File: config.mk
export PLATFORM = sky130hd
export DESIGN_NAME = jpeg_spi_slave
export DESIGN_NICKNAME = d
export VERILOG_FILES = /design/src/rtl/jpeg_spi_slave.sv
export SDC_FILE = /design/constraint.sdc
export NUM_CORES = 1
export LEC_CHECK = 0
export BUFFER_PORTS_ARGS = -buffer_cell sky130_fd_sc_hd__buf_2
export CELL_PAD_IN_SITES_DETAIL_PLACEMENT = 1
export CELL_PAD_IN_SITES_GLOBAL_PLACEMENT = 1
export CORE_UTILIZATION = 35
export DETAILED_ROUTE_END_ITERATION = 8
export HOLD_SLACK_MARGIN = 0.05
export PLACE_DENSITY = 0.7
export SLEW_MARGIN = 20
export SYNTH_ARGS = -nofsm -noshare
export SYNTH_HDL_FRONTEND = slang
export SYNTH_SLANG_ARGS = --single-unit
File: constraint.sdc
create_clock -name clk -period 3.65 [get_ports clk]
set_input_delay 0.365 -clock clk [delete_from_list [all_inputs] [get_ports clk]]
set_output_delay 0.365 -clock clk [all_outputs]
set_load 0.005 [all_outputs]
File: src/rtl/jpeg_spi_slave.sv
// SPI mode-0 slave that streams JPEG bytes from jpeg_data_to_spi to a host MCU.
// Keeps a one-byte prefetch buffer and answers a status poll command.
module jpeg_spi_slave #(
  parameter int          RD_LATENCY = 2,
  parameter logic [7:0]  CMD_READ   = 8'h0B,
  parameter logic [7:0]  CMD_STATUS = 8'h05
) (
  input  logic       clk,
  input  logic       reset_n,
  input  logic       je_done,
  output logic       spi_rd,
  input  logic [7:0] spi_data,
  input  logic       spi_sck,
  input  logic       spi_cs_n,
  input  logic       spi_mosi,
  output logic       spi_miso,
  output logic       spi_miso_oe,
  output logic       busy
);

  typedef enum logic [2:0] {
    S_IDLE, S_CMD, S_DUMMY, S_STREAM, S_STATUS, S_IGNORE
  } state_t;

  state_t r_state, w_state_next;

  logic [2:0]            r_sck_sync, r_cs_sync, r_sync_vld;
  logic [1:0]            r_mosi_sync;
  logic [2:0]            r_bit_cnt;
  logic [6:0]            r_rx;
  logic [7:0]            r_shift, r_buf;
  logic                  r_buf_valid, r_ready, r_underrun;
  logic [RD_LATENCY-1:0] r_rd_pipe;

  logic       w_sck_rise, w_sck_fall, w_cs_rise, w_cs_fall;
  logic       w_boundary, w_fall_bnd, w_fall_mid;
  logic [7:0] w_cmd;
  logic       w_pending, w_capture, w_active;
  logic       w_load_buf, w_load_stat, w_shift, w_rd_req, w_rd_fire, w_clr_underrun;

  assign w_sck_rise = r_sck_sync[1] & ~r_sck_sync[2];
  assign w_sck_fall = ~r_sck_sync[1] & r_sck_sync[2];
  assign w_cs_rise  = r_cs_sync[1] & ~r_cs_sync[2];
  // A CS fall counts only once the older sync flop holds a real sample, so a
  // transaction already running when reset releases is never joined mid-way.
  assign w_cs_fall  = r_sync_vld[2] & r_cs_sync[2] & ~r_cs_sync[1];

  assign w_boundary = w_sck_rise & (r_bit_cnt == 3'd7);
  assign w_fall_bnd = w_sck_fall & (r_bit_cnt == 3'd0);
  assign w_fall_mid = w_sck_fall & (r_bit_cnt != 3'd0);
  assign w_cmd      = {r_rx, r_mosi_sync[1]};
  assign w_pending  = |r_rd_pipe;
  assign w_capture  = r_rd_pipe[RD_LATENCY-1];

  always_comb begin
    w_state_next   = r_state;
    w_load_buf     = 1'b0;
    w_load_stat    = 1'b0;
    w_shift        = 1'b0;
    w_rd_req       = 1'b0;
    w_clr_underrun = 1'b0;
    if (w_cs_rise) begin
      w_state_next = S_IDLE;
    end else begin
      case (r_state)
        S_IDLE:   if (w_cs_fall) w_state_next = S_CMD;
        S_CMD: begin
          if (w_boundary) begin
            if (w_cmd == CMD_READ) begin
              w_state_next = S_DUMMY;
              w_rd_req     = 1'b1;
            end else if (w_cmd == CMD_STATUS) begin
              w_state_next = S_STATUS;
            end else begin
              w_state_next = S_IGNORE;
            end
          end
        end
        S_DUMMY:  if (w_boundary) w_state_next = S_STREAM;
        S_STREAM: begin
          w_load_buf = w_fall_bnd;
          w_rd_req   = w_fall_bnd;
          w_shift    = w_fall_mid;
        end
        S_STATUS: begin
          w_load_stat = w_fall_bnd;
          w_shift     = w_fall_mid;
          if (w_boundary) begin
            w_state_next   = S_IGNORE;
            w_clr_underrun = 1'b1;
          end
        end
        default: ;
      endcase
    end
  end

  // The buffer being consumed by this cycle's load counts as free for a refill.
  assign w_rd_fire = w_rd_req & r_ready & ~w_pending & (w_load_buf | ~r_buf_valid);

  always_ff @(posedge clk) begin
    if (!reset_n) begin
      r_state     <= S_IDLE;
      r_sck_sync  <= 3'b000;
      r_cs_sync   <= 3'b111;
      r_sync_vld  <= 3'b000;
      r_mosi_sync <= 2'b00;
      r_bit_cnt   <= 3'd0;
      r_rx        <= 7'd0;
      r_shift     <= 8'h00;
      r_buf       <= 8'h00;
      r_buf_valid <= 1'b0;
      r_ready     <= 1'b0;
      r_underrun  <= 1'b0;
      r_rd_pipe   <= '0;
    end else begin
      r_state     <= w_state_next;
      r_sck_sync  <= {r_sck_sync[1:0], spi_sck};
      r_cs_sync   <= {r_cs_sync[1:0], spi_cs_n};
      r_sync_vld  <= {r_sync_vld[1:0], 1'b1};
      r_mosi_sync <= {r_mosi_sync[0], spi_mosi};

      if (w_cs_fall)       r_bit_cnt <= 3'd0;
      else if (w_sck_rise) r_bit_cnt <= r_bit_cnt + 3'd1;
      if (w_sck_rise)      r_rx <= {r_rx[5:0], r_mosi_sync[1]};

      if (w_cs_fall)        r_shift <= 8'h00;
      else if (w_load_buf)  r_shift <= r_buf_valid ? r_buf : 8'h00;
      else if (w_load_stat) r_shift <= {6'b0, r_underrun, r_ready};
      else if (w_shift)     r_shift <= {r_shift[6:0], 1'b0};

      r_rd_pipe <= (r_rd_pipe << 1) | RD_LATENCY'(w_rd_fire);

      if (w_capture) begin
        r_buf       <= spi_data;
        r_buf_valid <= 1'b1;
      end else if (w_load_buf) begin
        r_buf_valid <= 1'b0;
      end

      r_ready <= r_ready | je_done;

      if (w_load_buf & ~r_buf_valid) r_underrun <= 1'b1;
      else if (w_clr_underrun)       r_underrun <= 1'b0;
    end
  end

  assign w_active    = (r_state != S_IDLE) & ~w_cs_rise;
  assign busy        = w_active;
  assign spi_miso_oe = w_active;
  assign spi_miso    = w_active & ((r_state == S_STREAM) | (r_state == S_STATUS)) & r_shift[7];
  assign spi_rd      = r_rd_pipe[0];

endmodule
; Yosys cells after proc, flatten, opt, wreduce, memory -nomap -nowiden
; Index checks and enable logic that the tools add are counted.
[totals]
reg_bits = 45
inputBits = 14
wordCells = 95
[op_classes]
addsub = 1
eq_ne = 11
mux = 29
bitwise_logic = 27
reduce_logical = 13
[ops]
columns = cell, count
row1 = 8-bit two-way mux, 4
row2 = 1-bit two-way mux, 18
row3 = 1-bit AND, 15
row4 = 3-bit two-way mux, 5
row5 = 3-bit case mux with 4 select lines, 1
row6 = 3-bit nonzero test, 3
row7 = "8-bit by 3-bit equality test with 1-bit output, second input constant", 1
row8 = "8-bit by 4-bit equality test with 1-bit output, second input constant", 1
row9 = "2-bit != test, second input constant", 4
row10 = 1-bit inverter, 8
row11 = 2-bit OR reduction, 4
row12 = "3-bit by 2-bit equality test with 1-bit output, second input constant", 2
row13 = "3-bit equality test, second input constant", 2
row14 = 3-bit zero test, 2
row15 = 5-bit AND reduction, 1
row16 = 2-bit nonzero test, 2
row17 = 4-bit nonzero test, 1
row18 = "3-bit by 1-bit adder with 3-bit output, second input constant", 1
row19 = "3-bit by 1-bit equality test with 1-bit output, second input constant", 1
row20 = 1-bit bitwise OR, 3
row21 = 2-bit by 1-bit bitwise OR with 2-bit output, 1
row22 = 1-bit case mux with 2 select lines, 1

; Logic depth before layout (Yosys ltp)
[depth]
depth_word = 10
ltp_mapped = 7

; Worst setup path before layout
; No wires, ideal clock.
[synth_path]
path_kind = register to register
start = register r_bit_cnt[0]
end = register r_shift[2]
setup_ns = 0.125
arrival_time_ns = 1.415
t_required_ns = 3.525
setup_slack_ns = 2.111
stages_incl_launch_ff = 8
path_cell_list = dfxtp_1 -> inv_1 -> ha_1 -> and4bb_2 -> and4_4 -> buf_6 -> a221oi_1 -> nor3_1
[synth_between]
elab_chain_cells = 6
[synth_rtl]
columns = element, line
row1 = from (decl), 29  ; logic [2:0] r_bit_cnt;
row2 = from (signal assigned), 124  ; else if (w_sck_rise) r_bit_cnt <= r_bit_cnt + 3'd1;
row3 = 3-bit zero test, 49  ; assign w_fall_bnd = w_sck_fall & (r_bit_cnt == 3'd0);
row4 = 1-bit AND, 49
row5 = 1-bit two-way mux, 65  ; case (r_state)
row6 = 1-bit two-way mux, 62  ; if (w_cs_rise) begin
row7 = 8-bit two-way mux, 129  ; else if (w_load_stat) r_shift <= {6'b0, r_underrun, r_ready};
row8 = 8-bit two-way mux, 128  ; else if (w_load_buf) r_shift <= r_buf_valid ? r_buf : 8'h00;
row9 = to (signal assigned), 128
row10 = to (signal assigned), 129
row11 = to (signal assigned), 130  ; else if (w_shift) r_shift <= {r_shift[6:0], 1'b0};
row12 = to (decl), 31  ; logic [7:0] r_shift, r_buf;
; Several ways; a longest one is shown, not always the timed one.
; A chain may end at the register's enable or synchronous reset.

; Worst setup path after layout
[layout_path]
start = register r_state[1]
end = output spi_miso
[layout_between]
elab_chain_cells = 4
[layout_rtl]
columns = element, line
row1 = from (decl), 25  ; state_t r_state, w_state_next;
row2 = from (signal assigned), 117  ; r_state <= w_state_next;
row3 = 3-bit by 2-bit equality test with 1-bit output (tied with other cells), 151  ; assign spi_miso = w_active & ((r_state == S_STREAM) | (r_state == S_STATUS)) & r_shift[7];
row4 = 1-bit bitwise OR / 1-bit AND (equally long branches), "151, 148"
row5 = 1-bit AND * (2 in series), 151
row6 = to (decl), 16  ; output logic spi_miso,
; Mark *: on every way between the ends. The rest lies on a longest branch, timed or not.

==> run metrics <==
CTS Buf Count 5; final worst setup slack 1.751 ns; largest net degree at the start of global routing 33; final hold slack 0.2559 ns; clock skew 0.008152 ns; Die Span Y 75.47 um; Comb power frac 3.8%; EDFF count, synth 0; Crit. End Element output pin; placed cell count 269; Mapped Nets 209; CP arrival 1.53 ns; Clock Sinks 45; Reg area 900.9 um2; WL per Instance 13.45 um; setup_tns 0 ns; RSZ-0062 raised after global routing false; synthesized area 1889 um2; Longest Clk Path Bufs 2; global route overflow 0; status complete, no violations; Max-slew headroom 58.20%; Final Hold Viols 0; setup repair bufs after CTS 0; Setup-failing EPs final 0; post-route ant nets 0; Pint 0.0006474 W; power per cell area 398.5 nW/um2; top_reg_cell synth dfxtp_1; f_max 526.5 MHz; drt drc 0; drt total wl 3.726 mm; # IOs 18; Multi-input gate area 905.9 um2; H-Tree Level Count 2; post_cts resized 0; max-slew violations 0; Port-buffer cells 17; Final Critical Period 1.899 ns; P_leak 0.7394 nW; synth warn 0; total track usage 15.08%; worst ir drop on vdd 0.1996 mV; initial antenna violation count 0; CTS tree done; share of layout cells above drive strength 1 15.46%; post-synthesis register bit count 45; # hold bufs at CTS 0; Area growth syn-to-layout 10.00%; sequential fraction of the synthesis area 47.68%; Distinct cells, synth 43; Starting Density 36.76%; Non-Filler Instances 277; final period utilization 52.03%; Hold WC Path Type in -> reg; Final #Nets 223; core box area 5140 um2; clock network power share 35.5%; Setup WS pre-CTS 1.935 ns; GP Congestion 0.7710; Slew @ Worst Pin 0.6248 ns; FP Rows 26; CTS clk-pin slew, worst paths 0.08 ns; first-pass GRT wire length 6.423 mm; biggest area consumer among synthesized cells dfxtp_1; ys async rst share 0%; die width 75.47 um; post-synth top area share 47.68%; vias per cell 5.018; register share of total power 60.6%; Switch Pwr 0.0001807 W; vias in the first global route 1334; DR iter-0 viols 63; Critical Path Source Type register; kind of critical path reg -> out; vias 1390; First-pass DRT Iterations 4; Post-Syn Area per Cell 9.840 um2; switch share 21.83%; detailed placement HPWL 2.600 mm; data required time of the worst path 3.28 ns; synthesized instance count 192; # fillers 627; Crit Path Max Fanout 9; DIE AREA 5696 um2; ANT cells 0; worst skew pair latency 0.29 ns; top cells by area, synth dfxtp_1 48%, mux2i_1 4.8%, nand2_1 4.0%; max-cap viol count 0; root buffer cell clkbuf_8
## stage by stage
| stage | power, W | cell area [um2] | util [%] |
|---|---|---|---|
| finish | 0.0008281 | 2078 | 40.43 |
| global route | 0.0008735 | 2078 | 40.43 |
| CTS | 0.0008431 | 2078 | 40.43 |
| detailed placement | 0.0005464 | 1994 | 38.80 |
| global placement | 0.0005452 | 1994 | 38.80 |
| floorplan | 0.0005331 | 1889 | - |
## logic make-up after synthesis
kind of cell	after synthesis	share of synthesized area, %
buf+inv	14	4.370
compound gates	33	14.44
mux	9	4.768
xor+xnor	1	0.4637
simple gates	87	26.29
fa+ha+maj	3	1.987
flops	45	47.68
## state kept, by name, indices dropped and copies added (netlist names)
name	count
r_cs_sync	3
r_sck_sync	3
r_mosi_sync	2
r_rx	7
r_bit_cnt	3
r_buf_valid	1
r_ready	1
r_state	3
r_underrun	1
r_buf	8
r_sync_vld	3
r_shift	8
r_rd_pipe	2
## cells in the mapped netlist (2+ instances only)
library cell	number
nand2_1	20
mux2i_1	9
clkbuf_1	5
buf_6	3
a21oi_1	4
nor3_1	8
nor4b_1	2
and3b_1	3
a22oi_1	2
inv_1	4
a221oi_1	6
buf_4	2
o21ai_0	2
nand2b_1	5
nor2_1	16
dfxtp_1	45
and2_1	9
nor3b_1	2
nor2b_1	10
ha_1	3
nand3b_1	4
a21boi_0	7
## layout by cell type (no fill, tap or decap), types with 3 or more instances in the layout
cell type,instances
a21oi_1,4
clkbuf_8,5
a221oi_1,6
nand2_1,20
mux2i_1,9
nand3b_1,4
inv_1,4
and3b_1,3
ha_1,3
a21boi_0,7
dfxtp_1,45
nor2_1,16
nand2b_1,5
nor3_1,8
nor2b_1,10
buf_2,17
and2_1,9
## worst paths after layout
kind / from / endpoint / slack, ns / depth (start not counted)
worst min register to register: r_cs_sync[0] / r_cs_sync[1] / 0.41 / 1
worst min-delay path: spi_cs_n / r_cs_sync[0] / 0.26 / 2
worst max register to register: r_state[1] / r_shift[2] / 1.89 / 4
worst max-delay path: r_state[1] / spi_miso / 1.75 / 3
## routing by layer
| layer | wire [um] | track usage (%) | up-vias |
|---|---|---|---|
| met2 | 1618 | 23.51 | 18 |
| met4 | 57 | 4.938 | 0 |
| li1 | - | - | 704 |
| met3 | 94 | 3.968 | 5 |
| met1 | 1956 | 20.38 | 663 |
| met5 | 0 | 0 | - |
## final cells by class
| class | count | area share [%] |
|---|---|---|
| Tap cell | 70 | 4.214 |
| Timing Repair Buffer | 17 | 4.094 |
| Multi-Input combinational cell | 133 | 43.59 |
| Clock inverter | 1 | 0.3612 |
| Sequential cell | 45 | 43.35 |
| Clock buffer | 7 | 3.672 |
| Inverter | 4 | 0.7225 |
## power groups by stage
stage | combinational [W] | clock (W) | sequential, W
floorplan | 0.0000211 | 0 | 0.000512
global placement | 0.0000318 | 0 | 0.000513
detailed placement | 0.0000328 | 0 | 0.000514
CTS | 0.0000326 | 0.000308 | 0.000502
global route | 0.0000360 | 0.000335 | 0.000503
finish | 0.0000319 | 0.000294 | 0.000502
## worst max-delay path: stages (launching register included)
cell and delay, ns:
dfxtp_1 0.54, and3b_1 0.38, o211a_1 0.21, buf_2 0.11
(Power assumes the default switching activity.)
